### src/rtl/ps_issue_reg_pkg.sv
// Shared definitions for the RS issue path: functional-unit classes and
// the number of FU classes that the per-class ready vector spans.
package ps_issue_reg_pkg;

   typedef enum logic [1:0] {
      ALU    = 2'd0,
      MULT   = 2'd1,
      LOAD   = 2'd2,
      BRANCH = 2'd3
   } FUNC_UNIT;

   localparam int NUM_FU_CLASS = 4;

endpackage

### src/rtl/ps_onehot_enc.sv
// One-hot to binary encoder with a presence flag and a multi-hot flag.
// The index is only meaningful when exactly one bit is set.
module ps_onehot_enc #(
   parameter int WIDTH = 16,
   parameter int IDX_W = $clog2(WIDTH)
) (
   input  logic [WIDTH-1:0] onehot,
   output logic [IDX_W-1:0] idx,
   output logic             any,
   output logic             multi
);

   // OR together the indices of all set bits and flag a second set bit
   always_comb begin
      // NOTE: every output gets a default before the loop so no path leaves it unassigned (no latch).
      idx   = '0;
      any   = 1'b0;
      multi = 1'b0;
      for (int k = 0; k < WIDTH; k++) begin
         if (onehot[k]) begin
            if (any) begin
               multi = 1'b1;
            end
            any = 1'b1;
            idx = idx | IDX_W'(k);
         end
      end
   end

endmodule

### src/rtl/ps_issue_reg.sv
// Issue register downstream of the RS priority selector. Captures the
// granted slot into a single-entry register, hands it to the FUs with a
// valid/ready handshake, frees the RS slot only when the grant is taken,
// and feeds back a registered ALU stall to the selector.
module ps_issue_reg
   import ps_issue_reg_pkg::*;
#(
   parameter int WIDTH  = 16,
   parameter int DATA_W = 64,
   parameter int CNT_W  = 16
) (
   input  logic                      clock,
   input  logic                      reset_n,
   input  logic [WIDTH-1:0]          gnt,
   input  FUNC_UNIT                  func_in,
   input  logic [WIDTH*DATA_W-1:0]   slot_data,
   input  logic [NUM_FU_CLASS-1:0]   fu_ready,
   input  logic                      squash,
   output logic [WIDTH-1:0]          rs_clear,
   output logic                      issue_valid,
   output FUNC_UNIT                  issue_func,
   output logic [$clog2(WIDTH)-1:0]  issue_idx,
   output logic [DATA_W-1:0]         issue_data,
   output logic                      ALU0_stall_out,
   output logic [CNT_W-1:0]          issued_cnt,
   output logic                      gnt_err
);

   localparam int IDX_W = $clog2(WIDTH);
   localparam logic [CNT_W-1:0] CNT_MAX = {CNT_W{1'b1}};

   logic [IDX_W-1:0]  gnt_idx;
   logic              gnt_any;
   logic              gnt_multi;
   logic [DATA_W-1:0] gnt_data;
   logic              fire;
   logic              accept;
   logic              hold_presented;
   logic              stall_next;

   ps_onehot_enc #(
      .WIDTH (WIDTH),
      .IDX_W (IDX_W)
   ) u_enc (
      .onehot (gnt),
      .idx    (gnt_idx),
      .any    (gnt_any),
      .multi  (gnt_multi)
   );

   // AND-OR payload mux: the granted slot's payload, zero when no grant
   always_comb begin
      gnt_data = '0;
      for (int k = 0; k < WIDTH; k++) begin
         gnt_data = gnt_data | (slot_data[k*DATA_W +: DATA_W] & {DATA_W{gnt[k]}});
      end
   end

   // Handshake: fire drains the register, accept refills it (possibly same cycle)
   always_comb begin
      fire   = issue_valid & fu_ready[issue_func];
      accept = gnt_any & ~gnt_multi & ~squash & (~issue_valid | fire);
      // A slot is freed only when its grant is taken; nothing is freed during reset.
      rs_clear = (accept & reset_n) ? gnt : '0;
      // The held op stays put next cycle: presented, not taken, not replaced.
      hold_presented = issue_valid & ~fire & ~accept;
      // On a hold the next func is the current one, so only an ALU hold stalls.
      stall_next = ~squash & hold_presented & (issue_func == ALU);
   end

   // Issue register with squash > accept > fire > hold priority
   always_ff @(posedge clock or negedge reset_n) begin
      if (!reset_n) begin
         issue_valid <= 1'b0;
         issue_func  <= ALU;
         issue_idx   <= '0;
         // NOTE: the payload is reset even though it is qualified by issue_valid, so it never shows X downstream.
         issue_data  <= '0;
      end else begin
         // NOTE: non-blocking assignments so every register samples pre-edge values of its neighbours.
         if (squash) begin
            issue_valid <= 1'b0;
         end else if (accept) begin
            issue_valid <= 1'b1;
            issue_func  <= func_in;
            issue_idx   <= gnt_idx;
            issue_data  <= gnt_data;
         end else if (fire) begin
            issue_valid <= 1'b0;
         end
      end
   end

   // Status: registered ALU stall, saturating issue count, sticky grant error
   always_ff @(posedge clock or negedge reset_n) begin
      if (!reset_n) begin
         ALU0_stall_out <= 1'b0;
         issued_cnt     <= '0;
         gnt_err        <= 1'b0;
      end else begin
         ALU0_stall_out <= stall_next;
         if (fire && !squash && (issued_cnt != CNT_MAX)) begin
            issued_cnt <= issued_cnt + CNT_W'(1);
         end
         if (gnt_multi) begin
            gnt_err <= 1'b1;
         end
      end
   end

endmodule

### config.mk
export PLATFORM = sky130hd
export DESIGN_NAME = ps_issue_reg
export DESIGN_NICKNAME = d
export VERILOG_FILES = /design/src/rtl/ps_issue_reg_pkg.sv /design/src/rtl/ps_onehot_enc.sv /design/src/rtl/ps_issue_reg.sv
export SDC_FILE = /design/constraint.sdc
export NUM_CORES = 1
export LEC_CHECK = 0
export CELL_PAD_IN_SITES_DETAIL_PLACEMENT = 2
export CELL_PAD_IN_SITES_GLOBAL_PLACEMENT = 2
export CORE_AREA = 2 2 452 454
export DETAILED_ROUTE_END_ITERATION = 16
export DIE_AREA = 0 0 454 456
export PLACE_DENSITY = 0.5
export SYNTH_ARGS = -nofsm -noshare
export SYNTH_HDL_FRONTEND = slang
export SYNTH_SLANG_ARGS = --single-unit
### constraint.sdc
create_clock -name clock -period 3.3 [get_ports clock]
set_clock_uncertainty 0.1 [all_clocks]
set_input_delay 0.66 -clock clock [delete_from_list [all_inputs] [get_ports clock]]
set_output_delay 0.66 -clock clock [all_outputs]
set_load 0.02 [all_outputs]
==> flow_summary.ini, run 1 <==
[status]
outcome = finished with violations
violations = setup timing

[final_layout]
final_area_um2 = 25300
post-route-util = 0.125
num-nets-final = 3204
fillCellCount = 23303
multi_input_area_um2 = 6510
final_cells = 4882
seq_area_um2 = 2230
drive_gt1_frac = 0.129
areaGrowthSynthToFinish_pct = 177

[detailed_routing]
wl_per_cell_um = 45.3
drt_iter0_drc = 1920
num_vias = 17840
viasPerCell = 3.65
drc_errors = 0
routed_wl_um = 221000
first_pass_iters = 5
final_antenna_net_count = 0

[synth]
ys.warnings.count = 0
synth-main-ff-cell = dfrtp_1
yosys.area_share.simple = 0.0909
ys_types = 38
yosysTopAreaCell = a221oi_1
synthAdderAreaFrac = 0.00137
async_flop_share = 1.00
syn_area_um2 = 9130
synth_top_cell_area_share = 0.246
yosys-top-cells-area = a221oi_1 (25%), a22o_1 (25%), dfrtp_1 (24%)
synthMuxAreaShare = 0.0888
synth_edf_count = 0
ys_ff_latch = 89
syn-num-nets = 2024
ys_seq_area_frac = 0.244
avgSynthCellArea_um2 = 9.37
syn_inst = 974
synth_xor_area_frac = 0.0144
synth_top_family_by_area = compound AO/OA/AOI/OAI gates
synth_compound_area_frac = 0.504

[global_routing]
grt_start_max_net_pins = 52
overflow = 0
grt_pass1_vias = 17491
antenna_found_initial = 278
grt_pass1_wl_um = 262000
grt_usage = 0.206

[power_and_ir_drop]
p_leak_uw = 0.00885
design_power_total_uw = 5250
p_per_area_nw_per_um2 = 208
peakVddDrop_mv = 0.348

[clock_network]
clk_latency_ns = 0.45
cts_buffer_depth = 2
htreeDepth = 3
cts.sinks = 89
cts-root-buf = clkbuf_16
cts-buffers-inserted = 9
clk_pin_slew_ns = 0.09
cts_hold_buf = 0
cts_tree = done

[critical_path]
cp.arrival_ns = 2.94
reg2reg_slack_ns = 0.46
critPathLaunchType = input pin
r2r.worst_path.cells = 9
critPathMaxFanout = 6
endpoint_kind = output pin
rr_endpoint = issue_data[15]$_DFFE_PN0P_
required_ns = 2.54
rr_startpoint = issue_func[0]$_DFFE_PN0P_
path_class = input pin to output pin

[placed_design]
gp_congestion = 0.958
io_buffers = 1153
dpl_cell_area_um2 = 24700
dpl.hpwl_um = 192000
dp.cells = 4806

[die]
start_util = 0.0452
num_rows = 165
coreArea_um2 = 202000
top_level_ports = 1154
dieArea_um2 = 207000
fp.dieW_um = 454
fp.dieH_um = 456

[timing]
finalCriticalPeriod_ns = 3.70
finalHoldViolCount = 0
fin_ws_ns = -0.403
hold-worst-slack_ns = 0.0687
worst_slew_pin_slew_ns = 0.994
slew_viol_final = 0
finalSetupViolCount = 16
period_share = 1.12
grt_setup_unrepaired = true
fmax_mhz = 270
maxSlewHeadroom = 0.337

[hold_path]
hp-class = input pin to asynchronous set/reset pin

[run]
maxCapViolCount = 0
==> placed cells by master, fill, tap and decap left out, drive strengths merged, types with 2 or more instances in the layout <==
cell type	n
and3	17
or3	2
clkinv	3
mux2	70
inv	4
and4	3
and2	2
clkbuf	10
a221oi	256
dfrtp	89
xor2	5
diode	51
xnor2	10
a22o	256
nor3	4
a21oi	2
o21bai	3
a211oi	2
clkdlybuf4s50	1120
o22ai	2
nand3	8
nand2	14
buf	178
a22oi	2
nor4	6
nor2	13
nand4	69
==> kinds of logic after synthesis <==
kind of cell    Yosys count
mux                      71
flops                    89
fa+ha+maj                 1
buf+inv                 131
xor+xnor                 15
simple gates            141
compound gates          526
==> layer usage <==
metal / GRT usage / routed length [um] / vias to the layer above
li1: - / - / 6814
met1: 0.248 / 88900 / 9200
met2: 0.358 / 109000 / 1324
met3: 0.0508 / 15600 / 422
met4: 0.0616 / 7200 / 80
met5: 0 / 546 / -
==> registers in the layout (all words and copies together) (netlist names) <==
signal,count
ALU0_stall_out,1
gnt_err,1
issue_data,64
issue_func,2
issue_idx,4
issue_valid,1
issued_cnt,16
==> area by class of cell <==
class                           instances  share of cell area
Inverter                                2            0.000297
Clock inverter                          6             0.00158
Antenna cell                           51             0.00505
Multi-Input combinational cell        754               0.257
Sequential cell                        89              0.0880
Clock buffer                           10             0.00945
Timing Repair Buffer                 1298               0.506
Tap cell                             2672               0.132
==> how the worst max path moves through the flow <==
| stage | start | to | slack (ns) | cells after the start |
|---|---|---|---|---|
| after detailed placement | gnt[3] | rs_clear[7] | -0.98 | 12 |
| final | gnt[2] | rs_clear[14] | -0.40 | 13 |
| after global routing | gnt[11] | rs_clear[15] | -0.49 | 11 |
| after global placement | gnt[0] | rs_clear[13] | -1.04 | 11 |
| after CTS | gnt[3] | rs_clear[15] | -0.48 | 14 |
| after floorplan | gnt[3] | rs_clear[10] | 0.01 | 9 |
==> cell usage after synthesis, drive strengths merged (3+ instances only) <==
cell,count
nor2,13
xnor2,10
xor2,5
clkbuf,93
mux2,70
and4,3
dfrtp,89
a221oi,256
and3,17
buf,36
nor4,6
a22o,256
nor3,4
nand2,14
nand3,8
nand4,69
o21bai,3
==> worst max-delay path, stage by stage <==
cell	delay [ns]
buf_6	0.12
nor4_4	0.29
buf_4	0.18
o22ai_1	0.09
a211oi_2	0.21
buf_4	0.16
o311ai_2	0.13
a2111oi_4	0.28
buf_12	0.17
buf_16	0.15
buf_16	0.15
and3_4	0.20
buf_6	0.11
==> through the flow <==
stage / TNS, ns / setup WS [ns]
floorplan: 0 / 0.0121
global placement: -41.56 / -1.04
detailed placement: -37.18 / -0.979
CTS: -7.12 / -0.476
global route: -7.42 / -0.493
finish: -6.05 / -0.403
==> what timing repair did <==
action,4_1_cts,5_1_grt
gates cloned,2,0
endpoints found under the hold margin,0,0
setup buffers,6,1
endpoints found under the setup margin,16,66
pin swaps,5,4
resized for setup,100,3
==> where the power goes <==
group          switching, uW  total (uW)  internal, uW
Combinational           1360        2910          1550
Sequential             0.635        1090          1090
Clock                    715        1250           536
Note: power is estimated with default switching activity, not from simulation.
==> inputs of run 2 (changes only) <==
Settings changed: CAP_MARGIN from default to 40, GPL_ROUTABILITY_DRIVEN from default to 1.
==> run 2 against run 1 <==
  * The run still ends with setup timing left
  * Cell area is 0.65% higher
  * Flip-flop and latch count stayed put
  * First-iteration DRC count is 1.1% lower
  * Final cell count is 0.25% higher
  * Maximum frequency is 0.86% lower
  * Count of clock-buffer cells in the layout is 2 higher
  * Setup slack worse by 0.032 ns
  * Global-route usage hardly changed
  * Core utilization is 0.082 points higher
  * Sequential share of layout area is 0.057 points lower
  * Critical endpoint is now rs_clear[15]
==> flow_summary.ini, run 2 (synthesized netlist as in run 1, its figures left out) <==
[status]
outcome = finished with violations
violations = setup timing

[placed_design]
pre_cts_slack_ns = -0.999
dpl.hpwl_um = 192000
io_buffers = 1153
gp_congestion = 0.958
dpl_cell_area_um2 = 24700

[run]
maxCapViolCount = 0

[critical_path]
endpoint_kind = output pin
cp.arrival_ns = 2.98
required_ns = 2.54
critPathMaxFanout = 6
path_class = input pin to output pin
critPathLaunchType = input pin

[global_routing]
grt_pass1_wl_um = 262000
grt_use_met3 = 0.0580
grt_usage = 0.206
grtUsageMet2 = 0.359
grt_start_max_net_pins = 52
overflow = 0
grt_pass1_vias = 17439
met1_usage = 0.243
antenna_found_initial = 270
top_usage_layer = met2

[clock_network]
cts-buffers-inserted = 9
clk_pin_slew_ns = 0.09
cts-root-buf = clkbuf_16
cts.sinks = 89
clk_latency_ns = 0.46
cts_tree = done
cts_hold_buf = 0
cts_buffer_depth = 2
htreeDepth = 3

[die]
fp.dieW_um = 454
coreArea_um2 = 202000
num_rows = 165
dieArea_um2 = 207000
fp.dieH_um = 456
top_level_ports = 1154
start_util = 0.0452

[power_and_ir_drop]
peakVddDrop_mv = 0.343
p_per_area_nw_per_um2 = 211
p_leak_uw = 0.00891

[final_layout]
drive_gt1_frac = 0.130
final_cell_mix = clkdlybuf4s50_1 (1,120), a22o_1 (256), a221oi_1 (256), buf_4 (141), dfrtp_1 (89)
num-nets-final = 3208
top_regs = issue_data: 64 flops, issued_cnt: 16 flops, issue_idx: 4 flops
final_common_cell = clkdlybuf4s50_1
final_area_um2 = 25500
top_register = issue_data
largest_reg_flops = 64
areaGrowthSynthToFinish_pct = 179

[detailed_routing]
drt_iter0_drc = 1899
drc_errors = 0
wl_per_cell_um = 45.3
first_pass_iters = 5
num_vias = 17693
routed_wl_um = 222000
final_antenna_net_count = 0
viasPerCell = 3.62

[timing]
fin_ws_ns = -0.435
grt_setup_unrepaired = true
maxSlewHeadroom = 0.441
finalHoldViolCount = 0
fmax_mhz = 268
period_share = 1.13
finalSetupViolCount = 16
slew_viol_final = 0
finalCriticalPeriod_ns = 3.74
worst_slew_pin_slew_ns = 0.839

[hold_path]
hp-class = input pin to asynchronous set/reset pin
[run 2: changes by cell type in the layout (fill, tap and decap cells not counted), moves of 2 or more]
cell / before / now
buf_8: 1 / 4
clkinv_2: 3 / 0
buf_4: 152 / 141
diode_2: 51 / 60
clkbuf_8: 1 / 3
buf_6: 11 / 23
[run 2: repair_timing]
action | CTS | global route
cloned | 2 | 0
gates resized for setup | 120 | 4
endpoints found under the setup margin | 16 | 54
pin swaps | 7 | 3
buffers inserted | 10 | 0
[run 2: routing by layer]
layer	up-vias	routed length (um)
met5	-	532
met4	82	6310
met3	423	18100
met2	1251	110000
met1	9099	86500
li1	6838	-
[run 2: per-stage QoR]
stage | hold WS, ns | utilization | total power, uW | instances | setup TNS [ns]
2_1_floorplan | 0.264 | - | 1720 | 974 | 0
3_3_place_gp | 0.372 | 0.122 | 4040 | 4806 | -41.56
3_5_place_dp | 0.378 | 0.122 | 4040 | 4807 | -39.82
4_1_cts | 0.0233 | 0.125 | 5500 | 4834 | -7.80
5_1_grt | 0.0254 | 0.126 | 5560 | 4856 | -8.03
6_report | 0.0526 | 0.126 | 5370 | 4894 | -6.04
[run 2: where the power goes]
part	internal, uW	switching [uW]	total (uW)	leakage (uW)
Sequential	1090	0.629	1090	0.00124
Combinational	1550	1360	2920	0.00752
Clock	652	711	1360	0.000156
[run 2: path summary, 6_finish.rpt]
| kind | from | endpoint | slack [ns] | cells past startpoint |
|---|---|---|---|---|
| max | gnt[2] | rs_clear[15] | -0.44 | 13 |
| min | reset_n | issue_data[30]$_DFFE_PN0P_ | 0.05 | 1 |
| max reg2reg | issue_func[0]$_DFFE_PN0P_ | issue_data[15]$_DFFE_PN0P_ | 0.47 | 9 |
| min reg2reg | issue_data[26]$_DFFE_PN0P_ | issue_data[26]$_DFFE_PN0P_ | 0.40 | 1 |
| max in group asynchronous | reset_n | issued_cnt[11]$_DFFE_PN0P_ | 1.92 | 2 |
| min in group clock | issue_data[26]$_DFFE_PN0P_ | issue_data[26]$_DFFE_PN0P_ | 0.40 | 1 |
[run 2: worst max-delay path, stage by stage]
cell,delay [ns]
buf_8,0.10
nor4_4,0.28
buf_4,0.17
nand4_1,0.17
buf_6,0.19
nor3_4,0.14
o311ai_4,0.13
a2111oi_4,0.27
buf_12,0.20
buf_16,0.16
buf_16,0.17
and3_4,0.20
buf_6,0.11
[run 2: final cells by class]
class	instances	area, um2
multi-input cells	754	6540
clock buffers	12	267
diodes	60	150
clock inverters	3	47.5
well taps	2672	3340
fillers	23301	176000
repair buffers	1302	12900
inverters	2	7.51
flip-flops and latches	89	2230
==> inputs of run 3 (changes only) <==
Settings changed: CTS_CLUSTER_DIAMETER from default to 120.
==> results of run 3 <==
The final DEF is identical to that of run 2; final timing and power are the same.
